==> src/rtl/alu_mdu_pkg.sv <==
// Shared types for alu_mdu: op encodings, FSM state enum and the invalid-op result pattern.
// Operand width defaults to `DATA_WIDTH (32) when not set by the build.
`ifndef DATA_WIDTH
`define DATA_WIDTH 32
`endif

package alu_mdu_pkg;

    // Base ALU codes occupy op[3:0] with op[4]=0; 0xA-0xF are NOP (result 0).
    localparam logic [3:0] ALU_ADD  = 4'h0;
    localparam logic [3:0] ALU_SUB  = 4'h1;
    localparam logic [3:0] ALU_SLL  = 4'h2;
    localparam logic [3:0] ALU_SLT  = 4'h3;
    localparam logic [3:0] ALU_SLTU = 4'h4;
    localparam logic [3:0] ALU_XOR  = 4'h5;
    localparam logic [3:0] ALU_SRL  = 4'h6;
    localparam logic [3:0] ALU_SRA  = 4'h7;
    localparam logic [3:0] ALU_OR   = 4'h8;
    localparam logic [3:0] ALU_AND  = 4'h9;
    localparam logic [3:0] ALU_NOP  = 4'hF;

    localparam logic [4:0] ALU_MUL    = 5'h10;
    localparam logic [4:0] ALU_MULH   = 5'h11;
    localparam logic [4:0] ALU_MULHSU = 5'h12;
    localparam logic [4:0] ALU_MULHU  = 5'h13;
    localparam logic [4:0] ALU_DIV    = 5'h14;
    localparam logic [4:0] ALU_DIVU   = 5'h15;
    localparam logic [4:0] ALU_REM    = 5'h16;
    localparam logic [4:0] ALU_REMU   = 5'h17;

    localparam logic [31:0] INVALID_PAT = 32'hDEADBEEF;

    typedef enum logic [1:0] {
        ST_IDLE = 2'd0,
        ST_MUL  = 2'd1,
        ST_DIV  = 2'd2,
        ST_FIX  = 2'd3
    } mdu_state_e;

    function automatic logic is_mul_op(input logic [4:0] op);
        return (op >= ALU_MUL) && (op <= ALU_MULHU);
    endfunction

    function automatic logic is_div_op(input logic [4:0] op);
        return (op >= ALU_DIV) && (op <= ALU_REMU);
    endfunction

endpackage

==> src/rtl/alu_mdu_base.sv <==
// alu_mdu_base: combinational datapath for the single-cycle base ALU ops.
// Shift amounts use the low SHAMT_W bits of b; unassigned codes yield 0.
module alu_mdu_base
    import alu_mdu_pkg::*;
#(
    parameter int XLEN    = 32,
    parameter int SHAMT_W = $clog2(XLEN)
) (
    input  logic [3:0]      op,
    input  logic [XLEN-1:0] a,
    input  logic [XLEN-1:0] b,
    output logic [XLEN-1:0] y
);
    logic [SHAMT_W-1:0] shamt;

    assign shamt = b[SHAMT_W-1:0];

    always_comb begin
        y = '0;
        case (op)
            ALU_ADD:  y = a + b;
            ALU_SUB:  y = a - b;
            ALU_SLL:  y = a << shamt;
            ALU_SLT:  y = {{(XLEN-1){1'b0}}, ($signed(a) < $signed(b))};
            ALU_SLTU: y = {{(XLEN-1){1'b0}}, (a < b)};
            ALU_XOR:  y = a ^ b;
            ALU_SRL:  y = a >> shamt;
            ALU_SRA:  y = $signed(a) >>> shamt;
            ALU_OR:   y = a | b;
            ALU_AND:  y = a & b;
            default:  y = '0;
        endcase
    end

endmodule

==> src/rtl/alu_mdu.sv <==
// alu_mdu: EX-stage execute unit; registered base ALU ops plus iterative RV32M mul/div/rem.
// Optional ALU_MDU_FAST_MUL_EN swaps the shift-add multiplier for a single wide product.
module alu_mdu
    import alu_mdu_pkg::*;
#(
    parameter int XLEN    = `DATA_WIDTH,
    parameter int SHAMT_W = $clog2(XLEN)
) (
    input  logic            clk,
    input  logic            rst_n,
    input  logic            flush,
    input  logic            in_valid,
    output logic            in_ready,
    input  logic [4:0]      op,
    input  logic [XLEN-1:0] a,
    input  logic [XLEN-1:0] b,
    output logic            out_valid,
    input  logic            out_ready,
    output logic [XLEN-1:0] result,
    output logic            busy
);
    localparam int              CNT_W   = $clog2(XLEN);
    localparam logic [XLEN-1:0] INV_RES = XLEN'(INVALID_PAT);
    localparam logic [XLEN-1:0] MIN_VAL = {1'b1, {(XLEN-1){1'b0}}};

    mdu_state_e        state, state_next;
    logic [CNT_W-1:0]  cnt;
    logic [2:0]        mop_q;
    logic              neg_q;
    logic [XLEN-1:0]   opnd_q, hi_q, lo_q;

    logic              accept, is_mul, is_div, a_sgn, b_sgn, a_neg, b_neg;
    logic              div_zero, div_ovf, special, res_neg_in, load_out;
    logic [XLEN-1:0]   a_abs, b_abs, base_y, special_res, imm_res, fix_res, load_val;
    logic [XLEN:0]     msum, dshift;
    logic              dfits;
    logic [2*XLEN-1:0] full, full_s;

    // Valid/ready: a beat moves on a rising edge where valid and ready are both high;
    // the sender holds valid and its data stable until that edge.
    assign in_ready = rst_n && (state == ST_IDLE) && (!out_valid || out_ready);
    assign accept   = in_valid && in_ready && !flush;
    assign busy     = (state != ST_IDLE);

    assign is_mul = is_mul_op(op);
    assign is_div = is_div_op(op);

    always_comb begin
        a_sgn = 1'b0;
        b_sgn = 1'b0;
        if (is_div) begin
            a_sgn = !op[0];
            b_sgn = !op[0];
        end else if (is_mul) begin
            a_sgn = (op[1:0] != 2'b11);
            b_sgn = !op[1];
        end
    end

    assign a_neg      = a_sgn && a[XLEN-1];
    assign b_neg      = b_sgn && b[XLEN-1];
    assign a_abs      = a_neg ? -a : a;
    assign b_abs      = b_neg ? -b : b;
    // Remainder follows the dividend; quotient and products follow the xor of signs.
    assign res_neg_in = (is_div && op[1]) ? a_neg : (a_neg ^ b_neg);

    assign div_zero = (b == '0);
    assign div_ovf  = !op[0] && (a == MIN_VAL) && (b == '1);
    assign special  = is_div && (div_zero || div_ovf);

    always_comb begin
        if (div_zero) special_res = op[1] ? a : '1;
        else          special_res = op[1] ? '0 : a;
    end

    alu_mdu_base #(.XLEN(XLEN), .SHAMT_W(SHAMT_W)) u_base (
        .op (op[3:0]),
        .a  (a),
        .b  (b),
        .y  (base_y)
    );

    assign imm_res = special ? special_res : (op[4] ? INV_RES : base_y);

`ifdef ALU_MDU_FAST_MUL_EN
    logic signed [2*XLEN+1:0] prod_w;
    assign prod_w = $signed({a_neg, a}) * $signed({b_neg, b});
`endif

    assign msum   = {1'b0, hi_q} + (lo_q[0] ? {1'b0, opnd_q} : '0);
    assign dshift = {hi_q, lo_q[XLEN-1]};
    assign dfits  = (dshift >= {1'b0, opnd_q});

    assign full   = {hi_q, lo_q};
    assign full_s = neg_q ? -full : full;

    always_comb begin
        if (mop_q[2]) begin
            if (mop_q[1]) fix_res = neg_q ? -hi_q : hi_q;
            else          fix_res = neg_q ? -lo_q : lo_q;
        end else begin
            fix_res = (mop_q[1:0] == 2'b00) ? full_s[XLEN-1:0] : full_s[2*XLEN-1:XLEN];
        end
    end

    always_ff @(posedge clk or negedge rst_n) begin
        if (!rst_n) state <= ST_IDLE;
        else        state <= state_next;
    end

    always_comb begin
        state_next = state;
        load_out   = 1'b0;
        load_val   = fix_res;
        case (state)
            ST_IDLE: begin
                if (accept) begin
                    if (is_mul) begin
`ifdef ALU_MDU_FAST_MUL_EN
                        state_next = ST_FIX;
`else
                        state_next = ST_MUL;
`endif
                    end else if (is_div && !special) begin
                        state_next = ST_DIV;
                    end else begin
                        load_out = 1'b1;
                        load_val = imm_res;
                    end
                end
            end
            ST_MUL, ST_DIV: if (cnt == '0) state_next = ST_FIX;
            ST_FIX: begin
                state_next = ST_IDLE;
                load_out   = 1'b1;
            end
            default: state_next = ST_IDLE;
        endcase
        if (flush) begin
            state_next = ST_IDLE;
            load_out   = 1'b0;
        end
    end

    always_ff @(posedge clk or negedge rst_n) begin
        if (!rst_n) begin
            cnt       <= '0;
            mop_q     <= '0;
            neg_q     <= 1'b0;
            opnd_q    <= '0;
            hi_q      <= '0;
            lo_q      <= '0;
            out_valid <= 1'b0;
            result    <= '0;
        end else if (flush) begin
            cnt       <= '0;
            out_valid <= 1'b0;
        end else begin
            if (load_out) begin
                out_valid <= 1'b1;
                result    <= load_val;
            end else if (out_ready) begin
                out_valid <= 1'b0;
            end
            case (state)
                ST_IDLE: begin
                    if (accept) begin
                        mop_q <= op[2:0];
                        neg_q <= res_neg_in;
                        cnt   <= CNT_W'(XLEN-1);
                        hi_q  <= '0;
                        if (is_mul) begin
`ifdef ALU_MDU_FAST_MUL_EN
                            {hi_q, lo_q} <= prod_w[2*XLEN-1:0];
                            neg_q        <= 1'b0;
`else
                            opnd_q <= a_abs;
                            lo_q   <= b_abs;
`endif
                        end else begin
                            opnd_q <= b_abs;
                            lo_q   <= a_abs;
                        end
                    end
                end
                ST_MUL: begin
                    hi_q <= msum[XLEN:1];
                    lo_q <= {msum[0], lo_q[XLEN-1:1]};
                    cnt  <= cnt - CNT_W'(1);
                end
                ST_DIV: begin
                    hi_q <= dfits ? (dshift[XLEN-1:0] - opnd_q) : dshift[XLEN-1:0];
                    lo_q <= {lo_q[XLEN-2:0], dfits};
                    cnt  <= cnt - CNT_W'(1);
                end
                default: cnt <= '0;
            endcase
        end
    end

endmodule

==> config.mk <==
export PLATFORM = sky130hd
export DESIGN_NAME = alu_mdu
export DESIGN_NICKNAME = d
export VERILOG_FILES = /design/src/rtl/alu_mdu_pkg.sv /design/src/rtl/alu_mdu_base.sv /design/src/rtl/alu_mdu.sv
export SDC_FILE = /design/constraint.sdc
export NUM_CORES = 1
export LEC_CHECK = 0
export ABC_AREA = 0
export CORE_AREA = 2 2 280 255
export CTS_BUF_LIST = sky130_fd_sc_hd__clkbuf_4 sky130_fd_sc_hd__clkbuf_8
export DETAILED_ROUTE_END_ITERATION = 8
export DIE_AREA = 0 0 282 257
export PLACE_DENSITY_LB_ADDON = 0.08
export SYNTH_ARGS = -nofsm -noshare
export SYNTH_HDL_FRONTEND = slang
export SYNTH_SLANG_ARGS = --single-unit
==> constraint.sdc <==
create_clock -name clk -period 8.1 [get_ports clk]
set_input_delay 1.62 -clock clk [delete_from_list [all_inputs] [get_ports clk]]
set_output_delay 1.62 -clock clk [all_outputs]
set_load 0.01 [all_outputs]
# Word-level counts from Yosys, hierarchy flattened
# Index checks and enable logic that the tools add are counted.
# word_totals
wordCells,134
romBits,0
memories,0
ram_bits,0
input_bits,74
output_inout_bits,35
reg_bits,140
latch_bits,0
# op_classes
muxes,48
bitwise_logic,5
div_mod_pow,0
multipliers,0
n_reduce_logical,33
order_cmp,7
add_sub_neg,10
shift,3
n_eq_ne,19
# ops
op,count
32-bit two-way mux,22
32-bit case mux with 10 select lines,1
32-bit case mux with 3 select lines,2
32-bit negator,4
"32-bit equality test, second input constant",2
32-bit < comparator,2
64-bit two-way mux,1
64-bit negator,1
32-bit subtractor,2
32-bit by 32-bit adder with 33-bit output,1
33-bit by 32-bit >= comparator with 1-bit output,1
32-bit adder,1
32-bit AND,1
32-bit logical NOT,1
32-bit OR,1
32-bit by 5-bit << shifter with 32-bit output,1
32-bit by 5-bit right shift with 32-bit output,1
32-bit by 5-bit >>> shifter with 32-bit output,1
32-bit XOR,1
"4-bit by 3-bit equality test with 1-bit output, second input constant",4
1-bit logical AND,13
1-bit two-way mux,12
"5-bit >= comparator, second input constant",2
"5-bit less-or-equal comparator, second input constant",2
27 further kinds,45

# Logic depth before layout (Yosys ltp)
# Gate-level depths: netlist of the first run.
# depth
ltp_word,14
ltp_mapped,16
mapped_depth_nobuf,14

# Cells and area by module
# Synthesis of the first run repeated with hierarchy kept, for this count alone.
# hier_totals
cells_unflattened,3230
hier_area_um2,23801.6
# by_module_without_submodules
module,n_inst,cells_each,area_each_um2
alu_mdu,1,2045,15363.5
alu_mdu_base,1,1185,8438.1

# Least setup slack after synthesis of the first run
# Ideal clock, no wire load.
# synth_path
path_type,input to register
startpoint,input port b[1]
endpoint,register result[29]
slack_ns,2.665
path_stages,15
arrival_ns,5.313
setup_time_ns,0.123
required_time_ns,7.977
cell_sequence,buf_2 > clkinv_1 > buf_1 > clkbuf_1 > ha_1 > o21ba_2 > or4_1 > and3_1 > o31a_1 > and4b_1 > or3_1 > a211o_1 > and3_1 > o21ai_1 > a21oi_1
# synth_between
elab_chain_len,12
elab_cells_between_ends,26
cone_classes,2 x add/sub; 1 x eq/ne; 3 x shift; 13 x mux; 7 x reduce/logical
# synth_rtl
item,line,text
"start, declared",alu_mdu.sv:16,"input logic [XLEN-1:0] b,"
branches (longest 12 deep; another with 32-bit subtractor),--,
"end signal, assigned",alu_mdu.sv:161,result <= load_val;
"end, declared",alu_mdu.sv:19,"output logic [XLEN-1:0] result,"
# Parallel ways; which one is timed is not known.
# A chain may end at the register's enable or synchronous reset.

# Worst setup path after layout of the first run
# layout_path
startpoint,input port a[1]
endpoint,register result[18]
# layout_between
elab_chain_len,13
elab_cells_between_ends,25
cone_classes,2 x add/sub; 1 x eq/ne; 3 x shift; 12 x mux; 7 x reduce/logical
# layout_rtl
item,line,text
"start, declared",alu_mdu.sv:15,"input logic [XLEN-1:0] a,"
branches (longest 13 deep; another with 32-bit subtractor),--,
# Parallel ways; which one is timed is not known.

==> impl_metrics.py, run 1 <==
metrics = {
    "outcome": {
        "outcome": "finished clean",
    },
    "global_route": {
        "grt_use_total_pct": 37.67,
        "grt_pass1_wl_mm": 197.6,
        "antenna_found_initial": 16,
        "grt.overflow.total": 0,
        "grt_pass1_vias": 25870,
        "grt_max_degree": 89,
    },
    "yosys": {
        "syn-mean-instance-area_um2": 7.128,
        "synth_edf_count": 0,
        "netlist_top_cells_area": "dfrtp_1, ha_1, o21ai_0",
        "synth-seq-cells": 140,
        "synthCells": 3386,
        "async_reset_ff_share_pct": 100.0,
        "synth_area_um2": 24130,
        "syn_nets": 3641,
        "synth_area_leader_cell": "dfrtp_1",
        "netlist.area_leader.share_pct": 14.52,
        "netlist-cell-type-count": 110,
        "yosys_warnings": 0,
        "ys.flop_type": "dfrtp_1",
        "yosysSeqAreaShare_pct": 14.52,
    },
    "final_layout": {
        "final_cell_mix": "nand2_1, o21ai_0, nor2_1",
        "layout_commonest_cell": "nand2_1",
        "multi_input_area_um2": 18740,
        "syn_to_final_growth_pct": 8.388,
        "seqCellArea_um2": 3505,
        "nets": 3572,
        "drive_gt1_share_pct": 7.868,
        "fillers": 7368,
    },
    "critical_path": {
        "endpoint": "result[18]$_DFFE_PN0P_",
        "cp_max_fo": 18,
        "cp.arrival_ps": 6450,
        "end_kind": "flop",
        "crit_type": "in2reg",
        "startpoint": "a[1]",
        "cp.required_ps": 8490,
        "worst-r2r-cell-count": 14,
        "r2r_slack_ps": 3170,
        "worst_setup_path_start_kind": "input port",
        "cpPeakStageDelay_ps": 680,
        "timing.rr.end": "hi_q[28]$_DFFE_PN0P_",
        "path_cells": "clkdlybuf4s50_1 > inv_1 > ha_1 > or4b_4 > nor3_4 > nand3_2 > o21ai_2 > nand2_1 > o21ai_0 > nand3_1 > a21oi_1 > o31ai_1",
        "crit_slowest_cell": "clkdlybuf4s50_1",
        "worstReg2RegStart": "lo_q[0]$_DFFE_PN0P_",
    },
    "placed_design": {
        "place.gp.congestion": 1.059,
        "pre_cts_ws_ps": 1748,
        "place_hpwl_mm": 110.4,
        "port_buffers": 108,
    },
    "timing": {
        "fin_skew_ps": 25.97,
        "final_max_slew_viol_count": 0,
        "hold_violations": 0,
        "worst_pin_slew_ps": 1442,
        "maxSlewHeadroom_pct": 3.503,
        "fmax_mhz": 164.9,
        "rsz0062_at_grt": "no",
        "setup-tns-final_ps": 0,
        "fin_ws_ps": 2036,
        "period_minus_slack_ps": 6064,
        "finalSetupViolCount": 0,
        "fin_crit_sh_pct": 74.87,
    },
    "route": {
        "vias": 28100,
        "drc": 0,
        "drt_wl_total_mm": 139.8,
        "drtAntennaViolNets": 0,
        "drt_first_pass_iters": 7,
        "drt-initial-drc-count": 4116,
        "wl_per_cell_um": 32.73,
        "vias_per_cell": 6.577,
    },
    "power": {
        "p_leak_nw": 10.53,
        "power.internal_w": 0.002846,
        "power_frac_seq_pct": 21.1,
        "combPwrFrac_pct": 69.3,
        "p_sw_share_pct": 56.93,
        "finalPower_w": 0.006609,
        "powerDensity_nw_per_um2": 252.6,
        "power_frac_clock_pct": 9.6,
        "p_sw_w": 0.003762,
        "peakVddDrop_v": 0.0002590,
    },
    "cts": {
        "cts_buffer_depth": 2,
        "ctsResizeCount": 0,
        "clk_pin_slew_ps": 90,
        "numClockSinks": 140,
        "clock_latency_ps": 530,
        "cts_hold_buf": 0,
        "cts_setup_buffers": 0,
        "cts_buffers": 17,
        "cts_tree": "done",
        "root_buffer": "clkbuf_8",
        "htreeDepth": 4,
    },
    "floorplan": {
        "initial_core_util_pct": 34.77,
        "core_um2": 69410,
        "die_y_um": 257,
        "fp.dieW_um": 282,
        "ios": 109,
        "rows": 92,
        "die_area_um2": 72470,
    },
    "run": {
        "max_cap_viol_count": 0,
    },
    "worst_hold_path": {
        "min-delay-path-class": "reg2reg",
    },
}
## synthesized netlist by cell type, types with 16 or more instances
| library cell | number |
|---|---|
| nand4_1 | 31 |
| nor2b_1 | 22 |
| and2_1 | 16 |
| buf_1 | 23 |
| o221ai_1 | 20 |
| a22oi_1 | 60 |
| o21bai_1 | 19 |
| nor2_1 | 320 |
| dfrtp_1 | 140 |
| mux2_2 | 27 |
| a31oi_1 | 42 |
| nand3_1 | 83 |
| nor4_1 | 34 |
| mux4_2 | 46 |
| a221oi_1 | 24 |
| or3_1 | 23 |
| mux2i_1 | 65 |
| buf_2 | 29 |
| xnor2_1 | 148 |
| a21o_1 | 46 |
| and3_1 | 17 |
| nand2b_1 | 23 |
| a21oi_1 | 309 |
| o21ai_0 | 351 |
| o22ai_1 | 31 |
| xor2_1 | 48 |
| clkbuf_1 | 203 |
| o31ai_1 | 44 |
| inv_1 | 163 |
| ha_1 | 177 |
| o211ai_1 | 47 |
| nor3_1 | 49 |
| or4_1 | 20 |
| a211oi_1 | 33 |
| nand2_1 | 374 |
## layout make-up
cell class / count / share of cell area, %
multi-input combinational: 2795 / 71.65
clock inverter: 14 / 0.5501
antenna: 3 / 0.02870
tap: 940 / 4.496
clock buffer: 18 / 0.9471
sequential: 140 / 13.40
inverter: 170 / 2.439
timing repair buffer: 193 / 6.491
## cell families after synthesis
| group | after synthesis | synth area share [%] |
|---|---|---|
| AO/OA/AOI/OAI | 1211 | 31.86 |
| XOR/XNOR | 196 | 7.113 |
| adder cells (fa/ha/maj) | 181 | 9.508 |
| buffers and inverters | 451 | 8.020 |
| flip-flops | 140 | 14.52 |
| multiplexers | 139 | 8.295 |
| AND/OR/NAND/NOR | 1068 | 20.69 |
## worst max-delay path: cells and delay by family
| family | cells | cell delay, ps |
|---|---|---|
| AO/OA/AOI/OAI | 4 | 1480 |
| adder cells (fa/ha/maj) | 1 | 210 |
| buffers and inverters | 2 | 900 |
| AND/OR/NAND/NOR | 5 | 2210 |
## power groups by stage
stage               Combinational [W]  Sequential [W]  Clock (W)
CTS                           0.00447         0.00137   0.000643
finish                        0.00458         0.00139   0.000637
global route                  0.00493         0.00142   0.000673
global placement              0.00444         0.00137          0
floorplan                     0.00308         0.00118          0
detailed placement            0.00445         0.00138          0
## per-layer routing
layer	vias up	global-route usage [%]	share of wire (%)
met4	14	11.18	3.5
li1	12260	-	-
met3	243	9.788	11
met2	1635	52.50	40
met1	13950	55.89	45
met5	-	0	0.067
## worst min path at each step
stage | from | to | slack (ps) | cells past startpoint
final | opnd_q[3]$_DFFE_PN0P_ | opnd_q[3]$_DFFE_PN0P_ | 490 | 2
after global placement | opnd_q[27]$_DFFE_PN0P_ | opnd_q[27]$_DFFE_PN0P_ | 470 | 2
after detailed placement | opnd_q[3]$_DFFE_PN0P_ | opnd_q[3]$_DFFE_PN0P_ | 470 | 2
after global routing | opnd_q[12]$_DFFE_PN0P_ | opnd_q[12]$_DFFE_PN0P_ | 520 | 2
after CTS | opnd_q[3]$_DFFE_PN0P_ | opnd_q[3]$_DFFE_PN0P_ | 500 | 2
after floorplan | opnd_q[10]$_DFFE_PN0P_ | opnd_q[10]$_DFFE_PN0P_ | 450 | 2
## stage by stage
step	area (um2)	hold slack, ps	instances	util (%)
CTS	26150	495.1	4270	37.68
finish	26160	490.9	4273	37.69
floorplan	24130	449.8	3386	-
global route	26150	523.8	4270	37.68
global placement	25760	473.7	4238	37.11
detailed placement	25760	474.3	4238	37.11
## flip-flops by register name, indices dropped and copies added (netlist names)
register,count
lo_q,32
cnt,5
neg_q,1
mop_q,3
out_valid,1
opnd_q,32
hi_q,32
result,32
state,2
(Power assumes the default switching activity.)
==> inputs of run 2 (changes only) <==
clock period = 5.44 ns   (was 8.1 ns; I/O delays follow)
==> run 2 against run 1 <==
Cell count rose by 3.8%; clock power rose by 43%; wire length rose by 2.5%; combinational power rose by 52%; core utilization rose by 1.8 points; flip-flop and latch count did not move; critical path depth fell by 1; setup slack got worse by 2000 ps; global-route usage rose by 0.97 points; non-clock buffer count rose by 162; critical path type unchanged; critical endpoint is now result[31]$_DFFE_PN0P_; largest power group unchanged.
==> impl_metrics.py, run 2 (synthesis gave the netlist of run 1 again) <==
metrics = {
    "outcome": {
        "outcome": "finished clean",
    },
    "timing": {
        "period_minus_slack_ps": 5360,
        "final_max_slew_viol_count": 0,
        "worst_pin_slew_ps": 1254,
        "fmax_mhz": 186.6,
        "fin_crit_sh_pct": 98.53,
        "finalSetupViolCount": 0,
        "rsz0062_at_grt": "no",
        "hold_violations": 0,
        "setup-tns-final_ps": 0,
        "maxSlewHeadroom_pct": 15.74,
        "fin_skew_ps": 34.26,
    },
    "cts": {
        "numClockSinks": 140,
        "cts_buffer_depth": 2,
        "clock_latency_ps": 530,
        "htreeDepth": 4,
        "cts_tree": "done",
        "cts_buffers": 17,
        "clk_pin_slew_ps": 100,
        "root_buffer": "clkbuf_8",
        "ctsResizeCount": 0,
        "cts_hold_buf": 0,
        "cts_setup_buffers": 0,
    },
    "worst_hold_path": {
        "min-delay-path-class": "reg2reg",
    },
    "route": {
        "vias": 28790,
        "drt_wl_total_mm": 143.3,
        "drt_first_pass_iters": 6,
        "wl_per_cell_um": 32.30,
        "drt-initial-drc-count": 3804,
        "drtAntennaViolNets": 0,
        "drc": 0,
        "vias_per_cell": 6.489,
    },
    "critical_path": {
        "endpoint": "result[31]$_DFFE_PN0P_",
        "cp.required_ps": 5860,
        "worst_setup_path_start_kind": "input port",
        "cp.arrival_ps": 5780,
        "r2r_slack_ps": 340,
        "worst-r2r-cell-count": 13,
        "crit_type": "in2reg",
        "startpoint": "a[23]",
        "worstReg2RegStart": "lo_q[0]$_DFFE_PN0P_",
        "timing.rr.end": "hi_q[28]$_DFFE_PN0P_",
        "end_kind": "flop",
        "cp_max_fo": 8,
    },
    "final_layout": {
        "final_cell_mix": "nand2_1, o21ai_0, nor2_1",
        "seqCellArea_um2": 3505,
        "layout_commonest_cell": "nand2_1",
        "syn_to_final_growth_pct": 13.67,
        "drive_gt1_share_pct": 12.12,
        "instances_no_fill": 4437,
        "nets": 3734,
        "multi_input_area_um2": 18740,
        "fillers": 7466,
        "fin_area_um2": 27430,
    },
    "placed_design": {
        "placedCellCount": 4400,
        "place.gp.congestion": 1.026,
        "place_hpwl_mm": 115.1,
        "post_dp_cell_area_um2": 27040,
        "port_buffers": 108,
    },
    "floorplan": {
        "die_y_um": 257,
        "die_area_um2": 72470,
        "fp.dieW_um": 282,
        "ios": 109,
        "core_um2": 69410,
        "initial_core_util_pct": 34.77,
        "rows": 92,
    },
    "power": {
        "powerDensity_nw_per_um2": 362.9,
        "peakVddDrop_v": 0.0003915,
        "p_leak_nw": 11.33,
    },
    "global_route": {
        "grt.overflow.total": 0,
        "antenna_found_initial": 10,
        "grt_pass1_wl_mm": 201.2,
        "grt_pass1_vias": 26650,
        "grt_use_total_pct": 38.64,
        "grt_max_degree": 75,
    },
    "run": {
        "max_cap_viol_count": 0,
    },
}
run 2: worst min path at each step:
stage,startpoint,end,slack (ps),cells after the start
finish,opnd_q[26]$_DFFE_PN0P_,opnd_q[26]$_DFFE_PN0P_,490,2
global route,opnd_q[26]$_DFFE_PN0P_,opnd_q[26]$_DFFE_PN0P_,520,2
CTS,opnd_q[26]$_DFFE_PN0P_,opnd_q[26]$_DFFE_PN0P_,490,2
detailed placement,opnd_q[26]$_DFFE_PN0P_,opnd_q[26]$_DFFE_PN0P_,480,2
global placement,result[24]$_DFFE_PN0P_,result[24]$_DFFE_PN0P_,470,2
floorplan,opnd_q[10]$_DFFE_PN0P_,opnd_q[10]$_DFFE_PN0P_,450,2
run 2: layout make-up:
type	count	area share, %
Sequential cell	140	12.78
Clock buffer	21	1.054
Timing Repair Buffer	355	10.85
Antenna cell	6	0.05473
Multi-Input combinational cell	2795	68.32
Tap cell	940	4.287
Inverter	170	2.326
Clock inverter	10	0.3284
run 2: per-stage QoR:
step	util, %	setup WS, ps	hold slack, ps	power (W)
finish	39.52	80.12	489.4	0.009956
global placement	38.95	-80.21	470.3	0.008748
global route	39.50	118.5	520.4	0.01056
detailed placement	38.95	-172.2	475.1	0.008799
floorplan	-	536.5	449.8	0.006338
CTS	39.50	369.8	492.0	0.009729
run 2: power breakdown:
group          total [W]  switching [W]  internal [W]  leakage (nW)
combinational    0.00695        0.00442       0.00253          9.33
clock           0.000910       0.000504      0.000406         0.190
sequential       0.00209       0.000666       0.00143          1.81
run 2: metal layers:
metal,share of wire [%],GRT usage [%],up-vias,routed length [um]
met3,10,9.206,270,14940
met4,4.3,14.48,8,6098
met1,45,56.71,14180,65010
met2,40,53.87,1759,57200
li1,-,-,12570,-
met5,0.042,0,-,60
run 2: worst max-delay path, stage by stage:
cell and delay, ps:
clkdlybuf4s50_1 590, buf_4 310, nor3_1 1020, nand3_2 430
o21ai_2 540, o21a_1 320, o21ai_4 170, nor4_1 840
buf_4 240, o21a_1 160, a21oi_2 60
